===== src/rtl/uart_word_arbiter.sv =====
// Two-master round-robin arbiter for a single UART word port: one transaction in flight,
// request fields latched at grant, optional per-transaction response timeout.
module uart_word_arbiter #(
  parameter int unsigned TIMEOUT_CYCLES = 1000000
) (
  input  logic        clk,
  input  logic        reset,
  input  logic        m0_req,
  input  logic        m0_we,
  input  logic [31:0] m0_wdata,
  output logic        m0_ack,
  output logic        m0_err,
  output logic [31:0] m0_rdata,
  input  logic        m1_req,
  input  logic        m1_we,
  input  logic [31:0] m1_wdata,
  output logic        m1_ack,
  output logic        m1_err,
  output logic [31:0] m1_rdata,
  output logic        uart_read,
  output logic        uart_write,
  output logic [31:0] uart_write_data,
  input  logic [31:0] uart_read_data,
  input  logic        uart_response,
  output logic        busy,
  output logic        grant_id
);

  localparam int unsigned TIMER_W = (TIMEOUT_CYCLES > 0) ? $clog2(TIMEOUT_CYCLES + 1) : 1;
  localparam logic [TIMER_W-1:0] TIMER_LAST =
    (TIMEOUT_CYCLES > 0) ? TIMER_W'(TIMEOUT_CYCLES - 1) : '0;

  typedef enum logic [1:0] {
    ST_IDLE,
    ST_ISSUE,
    ST_WAIT,
    ST_DONE
  } state_e;

  state_e              state_q, state_d;
  logic                last_grant_q, last_grant_d;
  logic                grant_id_q, grant_id_d;
  logic                we_q, we_d;
  logic [31:0]         wdata_q, wdata_d;
  logic [TIMER_W-1:0]  timer_q, timer_d;
  logic                uart_read_q, uart_read_d;
  logic                uart_write_q, uart_write_d;
  logic [1:0]          ack_q, ack_d;
  logic [1:0]          err_q, err_d;
  logic [1:0][31:0]    rdata_q, rdata_d;
  logic                busy_q, busy_d;

  logic [1:0]          req;
  logic [1:0]          we_in;
  logic [1:0][31:0]    wdata_in;
  logic                win;

  assign req      = {m1_req, m0_req};
  assign we_in    = {m1_we, m0_we};
  assign wdata_in = {m1_wdata, m0_wdata};

  always_comb begin
    // NOTE: every signal written here gets a default first, so no path leaves one unassigned and no latch is inferred.
    state_d      = state_q;
    last_grant_d = last_grant_q;
    grant_id_d   = grant_id_q;
    we_d         = we_q;
    wdata_d      = wdata_q;
    timer_d      = timer_q;
    uart_read_d  = 1'b0;
    uart_write_d = 1'b0;
    ack_d        = '0;
    err_d        = '0;
    rdata_d      = rdata_q;
    win          = 1'b0;

    unique case (state_q)
      ST_IDLE: begin
        if (|req) begin
          // Contested grants go to whoever did not win last time.
          win          = (req[0] && req[1]) ? ~last_grant_q : req[1];
          grant_id_d   = win;
          last_grant_d = win;
          we_d         = we_in[win];
          wdata_d      = wdata_in[win];
          uart_write_d = we_in[win];
          uart_read_d  = ~we_in[win];
          state_d      = ST_ISSUE;
        end
      end
      ST_ISSUE: begin
        timer_d = '0;
        state_d = ST_WAIT;
      end
      ST_WAIT: begin
        if (timer_q != '1) timer_d = timer_q + TIMER_W'(1);
        if (uart_response) begin
          ack_d[grant_id_q] = 1'b1;
          if (!we_q) rdata_d[grant_id_q] = uart_read_data;
          state_d = ST_DONE;
        end else if (TIMEOUT_CYCLES != 0 && timer_q == TIMER_LAST) begin
          ack_d[grant_id_q] = 1'b1;
          err_d[grant_id_q] = 1'b1;
          state_d = ST_DONE;
        end
      end
      ST_DONE: state_d = ST_IDLE;
      default: state_d = ST_IDLE;
    endcase

    busy_d = (state_d != ST_IDLE);
  end

  // NOTE: state updates use non-blocking assignments so every register samples pre-edge values.
  always_ff @(posedge clk) begin
    if (reset) begin
      state_q      <= ST_IDLE;
      last_grant_q <= 1'b1;
      grant_id_q   <= 1'b0;
      we_q         <= 1'b0;
      wdata_q      <= '0;
      timer_q      <= '0;
      uart_read_q  <= 1'b0;
      uart_write_q <= 1'b0;
      ack_q        <= '0;
      err_q        <= '0;
      rdata_q      <= '0;
      busy_q       <= 1'b0;
    end else begin
      state_q      <= state_d;
      last_grant_q <= last_grant_d;
      grant_id_q   <= grant_id_d;
      we_q         <= we_d;
      wdata_q      <= wdata_d;
      timer_q      <= timer_d;
      uart_read_q  <= uart_read_d;
      uart_write_q <= uart_write_d;
      ack_q        <= ack_d;
      err_q        <= err_d;
      rdata_q      <= rdata_d;
      busy_q       <= busy_d;
    end
  end

  assign m0_ack          = ack_q[0];
  assign m0_err          = err_q[0];
  assign m0_rdata        = rdata_q[0];
  assign m1_ack          = ack_q[1];
  assign m1_err          = err_q[1];
  assign m1_rdata        = rdata_q[1];
  assign uart_read       = uart_read_q;
  assign uart_write      = uart_write_q;
  assign uart_write_data = wdata_q;
  assign busy            = busy_q;
  assign grant_id        = grant_id_q;

endmodule


===== config.mk =====
export PLATFORM = sky130hd
export DESIGN_NAME = uart_word_arbiter
export DESIGN_NICKNAME = d
export VERILOG_FILES = /design/src/rtl/uart_word_arbiter.sv
export SDC_FILE = /design/constraint.sdc
export NUM_CORES = 1
export LEC_CHECK = 0
export CAP_MARGIN = 20
export CELL_PAD_IN_SITES_DETAIL_PLACEMENT = 0
export CELL_PAD_IN_SITES_GLOBAL_PLACEMENT = 2
export CORE_UTILIZATION = 24
export CTS_CLUSTER_SIZE = 30
export DETAILED_ROUTE_END_ITERATION = 6
export PLACE_DENSITY = 0.91
export SYNTH_ARGS = -nofsm -noshare
export SYNTH_HDL_FRONTEND = slang
export SYNTH_SLANG_ARGS = --single-unit
export TNS_END_PERCENT = 20

===== constraint.sdc =====
create_clock -name clk -period 2.7 [get_ports clk]
set_input_delay 0.54 -clock clk [delete_from_list [all_inputs] [get_ports clk]]
set_output_delay 0.54 -clock clk [all_outputs]
set_load 0.05 [all_outputs]

# After elaboration in Yosys (flattened, before gate mapping)
# Index checks and enable logic that the tools add are counted.
# word_totals
inputBits	103
word_cells	59
register_bits	128
out_inout_bits	104
# classes
muxes	18
order_cmp	3
n_addsub	1
bitwise_logic	6
reduce_logical	12
n_eq_ne	6
# op_table
cell	count
32-bit two-way mux	3
64-bit bitwise mux	1
20-bit case mux with 2 select lines	1
32-bit demux with 1-bit select	1
20-bit by 1-bit adder with 20-bit output (second input constant)	1
20-bit equality test (second input constant)	1
20-bit two-way mux	1
20-bit inequality test (second input constant)	1
2-bit two-way mux	5
2-bit case mux with 4 select lines	1
1-bit NOT	6
3-bit OR reduction	2
2-bit equality test (second input constant)	2
1-bit by 2-bit less-than comparator with 1-bit output (second input constant)	2
1-bit two-way mux	4
2-bit AND reduction	2
2-bit nonzero test	2
2-bit OR reduction	2
3-bit AND reduction	1
2-bit by 1-bit equality test with 1-bit output (second input constant)	1
1-bit logical AND	2
2-bit logical NOT	1
2-bit inequality test (second input constant)	1
1-bit demux with 1-bit select	1
1-bit greater-or-equal comparator (second input constant)	1

# Longest topological paths before layout
# Gate-level depths: netlist of the first run.
# depth
word_depth	6
mapped_depth	7
depth_no_buf	6

# Least setup slack after synthesis of the first run
# OpenSTA, ideal clock, no wires.
# synth_path
kind	register to register
start	reg grant_id_q (netlist: grant_id)
end	reg rdata_q (netlist bit m1_rdata[10])
synth_period_minus_slack_ns	1.891
setup_ns	0.132
path_slack_ns	0.809
arrival_ns	1.758
stages_incl_launch_ff	7
required_ns	2.568
n_path_buf	2
cell_sequence	dfxtp_1 -> inv_2 -> or4_1 -> clkbuf_1 -> clkbuf_1 -> nand2_1 -> a21oi_1
# synth_between
elab_chain_cells	5
word_cells_on_any_way	6
classes_between	order compare (2); mux (3); reduce/logical (1)
# synth_lines
element	line	text
from (decl)	42	logic grant_id_q, grant_id_d;
from (signal assigned)	132	grant_id_q <= grant_id_d;
1-bit by 2-bit less-than comparator with 1-bit output (implied by the code) or 1-bit greater-or-equal comparator (tied branches)	99	if (!we_q) rdata_d[grant_id_q] = uart_read_data;
1-bit logical AND (implied by the code)	99	
32-bit two-way mux (implied by the code)	99	
32-bit demux with 1-bit select (*)	99	
64-bit bitwise mux (*)	99	
to (signal assigned)	140	rdata_q <= rdata_d;
to (decl)	50	logic [1:0][31:0] rdata_q, rdata_d;
# Mark *: on every way between the ends. The rest lies on a longest branch, timed or not.
# A chain may end at the register's enable or synchronous reset.

# Worst setup path after layout of the first run
# layout_path
start	reg grant_id_q (netlist: grant_id)
end	out grant_id
# layout_lines
element	line	text
to (decl)	26	output logic grant_id
# No word-level cell between the ends.

==> impl_results.md, run 1 <==
* Status: finished, final reports clean
* Slew HR at roughly 63%
* Worst-margin pin slew at ~0.54 ns
* DIE WIDTH at 148.3 um
* Hold Path Origin: m1_rdata[15]$_SDFFE_PP0P_
* Nets at ~900
* Post-DP HPWL at 10.70 mm
* CTS Root Cell: clkbuf_16
* Critical Path Sink Type: output port
* Port bufs at around 210
* Post-synth cell types at 55
* Gr ovfl total at 0
* Most used DFF post-synth: dfxtp_1
* CP delay by family, top: buffers and inverters
* CTS Buf Count at 17
* Cell Pwr Density at about 730 nW/um^2
* Clock sink total at roughly 130
* Routed WL per cell at ~14 um
* WP depth at 1
* Peak VDD IR at between 0.4 and 0.5 mV
* Clk buf depth at 2
* Pre-CTS setup slack at about 0.51 ns
* Leakage power figure at approximately 2.8 nW
* R2r startpoint: timer_q[0]$_SDFFE_PP0P_
* Number of core rows at 53
* #FFs+latches synth at between 100 and 150
* Final Core Density at between 30% and 40%
* Final wirelength at ~15 mm
* DR iter-0 viols at about 240
* Final count of pins violating max slew at 0
* EDFF count, synth at 0
* GRT Overall Usage at about 14%
* Clk Latency, worst-skew pair at 0.41 ns
* Die Area at ~22000 sq um
* Fin crit period at about 2.2 ns
* # IOs at 207
* CTS tree: done
* Final antenna-violating net count at 0
* CTS clk-pin slew, worst paths at roughly 0.060 ns
* Sequential fraction of the synthesis area at around half
* CP cell instances: clkdlybuf4s50_1
* MaxCap Viol Count at 0
* Maximum clock frequency at between 0.4 and 0.5 GHz
* Syn Nets at 710
* Hold path cells at 2
* Drt pass-1 iters at 5
* Ys Warns at 0
* Die height at 148.3 um
* Largest area contributor in the netlist: dfxtp_1
* Setup TNS at 0 ns
* Worst r2r path cells at 6
* First-pass GRT wire length at ~24 mm
* Vias at about 4800
* Final setup margin at 0.4857 ns
* Mean Syn Cell Area at 8.471 sq um
* Final hold vios at 0
* Mapped Cells at 606
* Placed cell count at approximately 1100
* Via count of the first global-routing pass at around 4600
* Worst Path Max Fanout at 2
* Post-DR vias/cell at 4.417
* DRC violations left at 0
* Reg2reg end: timer_q[6]$_SDFFE_PP0P_
* Initial Util at around a quarter
* Worst Hold Class: reg -> reg
* Diode count at 0
* Finish-stage setup viols at 0
* Setup Skew at between 0.01 and 0.015 ns
* Critical path buffers and inverters at 1
* R2r setup slk at approximately 0.6 ns
* Share of layout cells above drive strength 1 at under 10%
* Crit path required time at roughly 2.2 ns
* Synth area leaders: dfxtp_1 50%, nand2_1 11%, a21oi_1 7.0%
* Slowest-stage cell, CP: clkdlybuf4s50_1
* Setup repair bufs after CTS at 0
* Netlist Area Pre-Place at between 5000 and 6000 sq um
* Filler cells at about 2200
* Slowest cell delay on critical path at roughly 0.84 ns
* PostCTS Resize Cnt at 0
* RSZ-0062 raised after global routing: no
* WS Path Type: reg -> out
* Initial antenna violation count at 0
* Top cell type's share of synthesized area at 49.91%
* Worst setup SP type: flip-flop
* Pin count of the biggest net entering global routing at around 120
* Core area at between 20000 and 25000 sq um
* GPL Wtd Cong at about 0.79
* Hold endpoint: m1_rdata[15]$_SDFFE_PP0P_
* Worst Path Arrival at between 1.5 and 2 ns
* Cts hold-fix bufs at 0
* Area Overhead vs Synth at 57.52%
* Non-filler cells in the finished layout at roughly 1100
* # H-tree levels at 4
* Final period util at around 82%
* Ys async rst share at 0%
==> logic make-up (layout without fill, tap and decap cells) <==
group,Yosys count,in the layout,share of synthesized area [%]
mux,35,35,6.873
xor+xnor,9,9,1.536
flops,128,128,49.91
fa+ha+maj,1,1,0.2437
simple gates,251,251,21.42
compound gates,135,135,16.33
buf+inv,47,254,3.680
==> registers in the layout (all words and copies together) (netlist names), 2 cells and up <==
name             count
m1_rdata            32
m0_rdata            32
timer_q             20
ack_q                2
uart_write_data     32
state_q              2
err_q                2
==> layout by cell type, fill, tap and decap left out, drive strengths merged, types with 2 or more instances in the layout <==
cell / netlist / routed
a2111oi: 3 / 3
a211oi: 35 / 35
a21o: 2 / 2
a21oi: 72 / 72
a31o: 2 / 2
a31oi: 3 / 3
and3: 4 / 4
buf: 7 / 12
clkbuf: 35 / 17
clkdlybuf4s50: 0 / 205
clkinv: 1 / 8
dfxtp: 128 / 128
inv: 4 / 11
mux2: 2 / 2
mux2i: 33 / 33
nand2: 145 / 145
nand2b: 4 / 4
nand3: 8 / 8
nand4: 8 / 8
nor2: 56 / 56
nor2b: 2 / 2
nor3: 3 / 3
nor4: 3 / 3
nor4b: 3 / 3
o211ai: 2 / 2
o21ai: 7 / 7
or2: 3 / 3
or3: 2 / 2
or4: 6 / 6
xnor2: 8 / 8
==> Yosys cell counts (2+ instances only) <==
master,count
o21ai_1,3
a21o_1,2
nor4b_1,2
nand2_1,145
or4_4,2
nand3_1,8
or4_1,4
buf_1,2
nor4_1,2
clkbuf_1,35
xnor2_1,8
a2111oi_1,2
a211oi_1,35
o211ai_1,2
o21ai_0,4
or3_1,2
mux2i_1,33
nor2b_1,2
nand4_1,7
a31oi_1,3
nor2_1,56
and3_1,4
dfxtp_1,128
or2_1,2
buf_2,4
nand2b_1,4
mux2_1,2
inv_1,3
a21oi_1,72
nor3_1,3
==> layer usage <==
layer	vias up	global-route usage [%]	wire length, um
li1	2484	-	-
met1	2147	17.54	6665
met2	163	22.75	7140
met3	12	5.399	1144
met4	0	4.124	221
met5	-	0	0
==> worst max path at each step <==
stage,end,from,slack (ns)
finish,grant_id,grant_id$_SDFFE_PP0P_,0.49
global route,timer_q[6]$_SDFFE_PP0P_,timer_q[0]$_SDFFE_PP0P_,0.42
CTS,grant_id,grant_id$_SDFFE_PP0P_,0.48
detailed placement,m1_rdata[4]$_SDFFE_PP0P_,uart_response,0.51
global placement,m0_rdata[3]$_SDFFE_PP0P_,uart_response,0.53
floorplan,m1_rdata[10]$_SDFFE_PP0P_,grant_id$_SDFFE_PP0P_,0.81
==> where the power goes <==
| group | switching (mW) | internal (mW) | total [mW] | leakage [nW] |
|---|---|---|---|---|
| combinational | 0.970 | 0.571 | 1.54 | 1.45 |
| sequential | 0.103 | 2.05 | 2.16 | 1.04 |
| clock | 0.942 | 1.29 | 2.24 | 0.286 |
| total | 2.01 | 3.92 | 5.93 | 2.77 |
==> per-stage QoR <==
step	hold WS (ns)	power [mW]	instance area [sq um]
after detailed placement	0.4453	3.748	7512
after CTS	0.4540	6.021	8087
after global routing	0.4695	6.220	8087
after floorplan	0.4294	3.138	5134
after global placement	0.4415	3.749	7512
final	0.4517	5.933	8087
==> cell type report <==
cell class / count / area [sq um] / share of cell area (%)
tap: 275 / 344.1 / 4.255
timing repair buffer: 217 / 2180 / 26.95
clock inverter: 15 / 148.9 / 1.841
sequential: 128 / 2562 / 31.69
inverter: 5 / 18.77 / 0.2321
clock buffer: 17 / 425.4 / 5.261
multi-input combinational: 431 / 2407 / 29.77
Note: power is estimated with default switching activity, not from simulation.
==> inputs of run 2 (changes only) <==
- CORE_UTILIZATION: 24 -> 22
- PLACE_DENSITY: 0.91 -> 0.88
- clock period: 2.7 -> 1.9 ns (I/O delays scaled with it)
==> impl_results.md, run 2 (synthesized netlist as in run 1, its figures left out) <==
* Status: finished, final reports clean
* Hold path cells at 3
* Reg2reg end: err_q[1]$_SDFF_PP0_
* Clk Latency, worst-skew pair at between 0.4 and 0.5 ns
* Drt pass-1 iters at 4
* Commonest non-fill, non-tap cells in the layout: 144 x nand2_1, 126 x dfxtp_1, 101 x clkdlybuf4s50_1
* Switching part of the total power at 33.84%
* Core area at between 20000 and 25000 sq um
* Nets at approximately 950
* Worst Path Arrival at ~2.3 ns
* Fin crit period at ~1.9 ns
* Clk buf depth at 2
* MaxCap Viol Count at 0
* # H-tree levels at 4
* Via count of the first global-routing pass at 4812
* R2r startpoint: timer_q[6]$_SDFFE_PP0P_
* Power, Total at between 8 and 9 mW
* Slowest cell delay on critical path at between 0.5 and 0.6 ns
* Sequential Power Share at between 30% and 40%
* Setup Skew at approximately 0.014 ns
* Gr ovfl total at 0
* Diode count at 0
* Critical Path Sink Type: flip-flop
* Peak VDD IR at between 0.4 and 0.5 mV
* Final hold vios at 0
* RSZ-0062 raised after global routing: yes
* Number of core rows at 55
* R2r setup slk at 0.005 ns
* # IOs at between 200 and 250
* Hold endpoint: last_grant_q$_SDFFE_PP1P_
* DIE WIDTH at approximately 150 um
* Crit path required time at ~2.3 ns
* First-pass GRT wire length at between 20 and 30 mm
* Commonest non-fill, non-tap cell in the layout: nand2_1
* Pin count of the biggest net entering global routing at 57
* Post-DP HPWL at 11.49 mm
* GPL Wtd Cong at between 0.7 and 0.8
* Most frequent CP cell: or4_4
* Hold Path Origin: reset
* Comb power frac at between 20% and 30%
* Final period util at between 90 and 100%
* Vias at approximately 5000
* Die Area at about 24000 sq um
* Clk pwr share at roughly two fifths
* DRC violations left at 0
* Final wirelength at roughly 16 mm
* Die height at approximately 150 um
* Worst Path Max Fanout at 3
* Worst-margin pin slew at 0.5141 ns
* Initial Util at around 23%
* Final antenna-violating net count at 0
* CP cell instances: or4_4 > nor4b_4 > nand3_2 > or4_4 > nor2_2
* Net switching power at approximately 2.9 mW
* Setup TNS at 0 ns
* GRT Overall Usage at 13.43%
* Finish-stage setup viols at 0
* CTS clk-pin slew, worst paths at about 0.060 ns
* WHS at 0.4098 ns
* Initial antenna violation count at 0
* Area Overhead vs Synth at 64.61%
* Critical path buffers and inverters at 0
* Cell Pwr Density at 1018 nW/um^2
* Worst Hold Class: in -> reg
* Clock sink total at about 130
* Port bufs at around 210
* Share of layout cells above drive strength 1 at 19.16%
* CTS tree: done
* Worst r2r path cells at 5
* Slew HR at between 60% and 70%
* Maximum clock frequency at about 0.53 GHz
* CP delay by family, top: simple AND/OR/NAND/NOR gates
* Internal power at approximately 5.7 mW
* Leakage power figure at 3.369 nW
* Cts hold-fix bufs at 0
* Post-DR vias/cell at between 4 and 5
* Final count of pins violating max slew at 0
* Routed WL per cell at 13.44 um
* Worst setup SP type: flip-flop
* DR iter-0 viols at 146
* Slowest-stage cell, CP: or4_4
* CTS Root Cell: clkbuf_16
* WS Path Type: reg -> reg
* CTS Buf Count at 17
run 2: cell count changes in the layout (fill, tap and decap cells not counted), sizes merged:
cell	change
clkinvlp	+2
buf	+91
clkinv	-3
clkdlybuf4s50	-104
bufinv	+1
dlygate4sd2	+56
run 2: how the worst max path moves through the flow:
stage / start / end / slack (ns) / cells past startpoint
floorplan: grant_id$_SDFFE_PP0P_ / m1_rdata[10]$_SDFFE_PP0P_ / 0.009 / 6
global placement: timer_q[6]$_SDFFE_PP0P_ / err_q[1]$_SDFF_PP0_ / -0.05 / 5
detailed placement: timer_q[6]$_SDFFE_PP0P_ / err_q[1]$_SDFF_PP0_ / -0.06 / 5
CTS: timer_q[6]$_SDFFE_PP0P_ / err_q[1]$_SDFF_PP0_ / -0.03 / 5
global route: timer_q[6]$_SDFFE_PP0P_ / err_q[0]$_SDFF_PP0_ / -0.08 / 5
finish: timer_q[6]$_SDFFE_PP0P_ / err_q[1]$_SDFF_PP0_ / 0.005 / 5
run 2: timing repair:
item | in CTS | in global routing
pin swaps | 0 | 7
resized for setup | 61 | 15
setup endpoints to repair | 62 | 28
hold endpoints to repair | 0 | 0
buffers inserted | 0 | 1
run 2: power groups by stage:
| stage | registers [mW] | clock network [mW] | logic, mW |
|---|---|---|---|
| 6_report | 3.04 | 3.34 | 2.22 |
| 5_1_grt | 3.07 | 3.56 | 2.38 |
| 4_1_cts | 3.05 | 3.44 | 2.24 |
| 3_5_place_dp | 3.10 | 0 | 2.30 |
| 3_3_place_gp | 3.10 | 0 | 2.29 |
| 2_1_floorplan | 3.81 | 0 | 0.646 |
run 2: cell type report:
class | count | area (sq um)
Timing Repair Buffer | 260 | 2379
Fill cell | 2374 | 14330
Clock buffer | 17 | 425.4
Inverter | 5 | 18.77
Multi-Input combinational cell | 431 | 2497
Sequential cell | 128 | 2565
Clock inverter | 15 | 173.9
Tap cell | 313 | 391.6
run 2: per-layer routing:
metal | up-vias | share of wire, % | GRT usage [%]
met5 | - | 0 | 0
met4 | 0 | 2.0 | 4.526
met3 | 22 | 6.3 | 4.595
met2 | 142 | 48 | 22.39
met1 | 2264 | 43 | 16.06
li1 | 2562 | - | -
run 2: stage by stage:
step / area, sq um / utilization, % / cells / setup slack (ns)
finish: 8451 / 37.10 / 1169 / 0.004976
global route: 8451 / 37.10 / 1169 / -0.08108
CTS: 8379 / 36.79 / 1168 / -0.03158
detailed placement: 7818 / 34.32 / 1136 / -0.05885
global placement: 7818 / 34.32 / 1136 / -0.05369
floorplan: 5134 / - / 606 / 0.009416
run 2: tightest hold or removal path, delay by kind of cell:
family | cells | cell delay, ns
buffers and inverters | 2 | 0.30
AND/OR/NAND/NOR | 1 | 0.08
==> inputs of run 3 (changes only) <==
- CORE_MARGIN: not set -> 1.5
==> impl_results.md, run 3 (synthesized netlist as in run 1, its figures left out) <==
* Status: finished, final reports clean
* Post-DR vias/cell at 4.285
* Leakage power figure at approximately 3.4 nW
* Fin crit period at ~1.8 ns
* Filler cells at between 2000 and 2500
* DRC violations left at 0
* Critical Path Sink Type: flip-flop
* CTS clk-pin slew, worst paths at about 0.060 ns
* Final period util at between 90% and 100%
* Commonest non-fill, non-tap cell in the layout: nand2_1
* Worst Path Arrival at approximately 2.2 ns
* Diode count at 0
* Number of core rows at 55
* Setup TNS at 0 ns
* Final antenna-violating net count at 0
* Clk Latency, worst-skew pair at around 0.42 ns
* Worst-margin pin slew at between 0.5 and 0.6 ns
* Clock sink total at between 100 and 150
* CTS tree: done
* Worst r2r path cells at 5
* Peak VDD IR at between 0.4 and 0.5 mV
* GPL Wtd Cong at ~0.76
* R2r startpoint: timer_q[6]$_SDFFE_PP0P_
* # IOs at 207
* Final hold vios at 0
* Hold endpoint: timer_q[19]$_SDFFE_PP0P_
* Drt pass-1 iters at 4
* Worst Path Max Fanout at 2
* Post-DP HPWL at roughly 11 mm
* MaxCap Viol Count at 0
* Hold path cells at 2
* Setup Skew at about 0.0078 ns
* CTS Buf Count at 17
* DR iter-0 viols at about 210
* Area Overhead vs Synth at 64.73%
* # H-tree levels at 4
* CTS Root Cell: clkbuf_16
* Share of layout cells above drive strength 1 at 18.69%
* Initial antenna violation count at 0
* Final setup margin at roughly 0.055 ns
* Nets at about 950
* Clk buf depth at 2
* Finish-stage setup viols at 0
* Final count of pins violating max slew at 0
* DIE WIDTH at ~160 um
* Cell Pwr Density at 1018 nW/um^2
* Maximum clock frequency at between 0.5 and 0.6 GHz
* Crit path required time at roughly 2.3 ns
* Slew HR at around two thirds
* Die height at approximately 160 um
* Initial Util at approximately 23%
* Reg2reg end: err_q[0]$_SDFF_PP0_
* Gr ovfl total at 0
* WS Path Type: reg -> reg
* Core area at about 23000 sq um
* Worst setup SP type: flip-flop
* Routed WL per cell at 13.46 um
* RSZ-0062 raised after global routing: yes
* Hold Path Origin: reset
* Final wirelength at around 16 mm
* Vias at 5009
* First-pass GRT wire length at 25.28 mm
* Pin count of the biggest net entering global routing at 65
* Pre-CTS setup slack at -0.09484 ns
* Die Area at about 24000 sq um
* Via count of the first global-routing pass at ~4900
* Worst Hold Class: in -> reg
* Commonest non-fill, non-tap cells in the layout: 145 x nand2_1, 126 x dfxtp_1, 101 x clkdlybuf4s50_1
* GRT Overall Usage at a little over an eighth
* R2r setup slk at 0.06 ns
* Port bufs at between 200 and 250
-- run 3: worst max-delay path by stage --
stage / startpoint / end / slack, ns / depth (start not counted)
detailed placement: timer_q[7]$_SDFFE_PP0P_ / timer_q[13]$_SDFFE_PP0P_ / -0.09 / 6
global placement: uart_response / m0_rdata[30]$_SDFFE_PP0P_ / -0.08 / 6
global route: timer_q[6]$_SDFFE_PP0P_ / err_q[1]$_SDFF_PP0_ / -0.02 / 5
finish: timer_q[6]$_SDFFE_PP0P_ / err_q[0]$_SDFF_PP0_ / 0.06 / 5
CTS: timer_q[7]$_SDFFE_PP0P_ / timer_q[17]$_SDFFE_PP0P_ / -0.03 / 6
floorplan: grant_id$_SDFFE_PP0P_ / m1_rdata[10]$_SDFFE_PP0P_ / 0.009 / 6
-- run 3: layer usage --
| layer | global-route usage (%) | up-vias | part of all wire (%) |
|---|---|---|---|
| met5 | 0 | - | 0 |
| li1 | - | 2564 | - |
| met2 | 21.60 | 142 | 48 |
| met4 | 4.580 | 0 | 1.5 |
| met1 | 16.01 | 2286 | 45 |
| met3 | 4.278 | 17 | 6.2 |
-- run 3: layout make-up --
class / instances / area, sq um / area share, %
sequential: 128 / 2565 / 30.33
multi-input combinational: 431 / 2510 / 29.68
timing repair buffer: 260 / 2377 / 28.11
clock buffer: 21 / 440.4 / 5.208
tap: 313 / 391.6 / 4.631
clock inverter: 11 / 153.9 / 1.820
inverter: 5 / 18.77 / 0.2219
-- run 3: power breakdown --
part / switching (mW) / internal, mW / total (mW)
clock: 1.26 / 2.08 / 3.34
sequential: 0.129 / 2.92 / 3.05
combinational: 1.42 / 0.806 / 2.23
total: 2.81 / 5.81 / 8.61
-- run 3: worst max-delay path: stages (launching register included) --
cell and delay [ns]:
dfxtp_2 0.32, or4_4 0.54, nor4b_4 0.23, nand3_2 0.11, or4_4 0.49, nor2_1 0.10
-- run 3: what timing repair did --
item,4_1_cts,5_1_grt
pin swaps,3,9
gates cloned,0,0
resized for setup,62,14
endpoints found under the setup margin,66,32
setup buffers,0,2
hold buffers,0,0
-- run 3: metrics by stage --
step | std cells | hold slack [ns] | total power, mW | utilization [%] | area [sq um]
after floorplan | 606 | 0.4294 | 4.459 | - | 5134
after global placement | 1135 | 0.4427 | 5.405 | 34.28 | 7807
after detailed placement | 1135 | 0.4474 | 5.417 | 34.28 | 7807
after CTS | 1167 | 0.2591 | 8.726 | 36.79 | 8381
after global routing | 1169 | 0.2878 | 9.029 | 37.13 | 8457
final | 1169 | 0.2725 | 8.612 | 37.13 | 8457
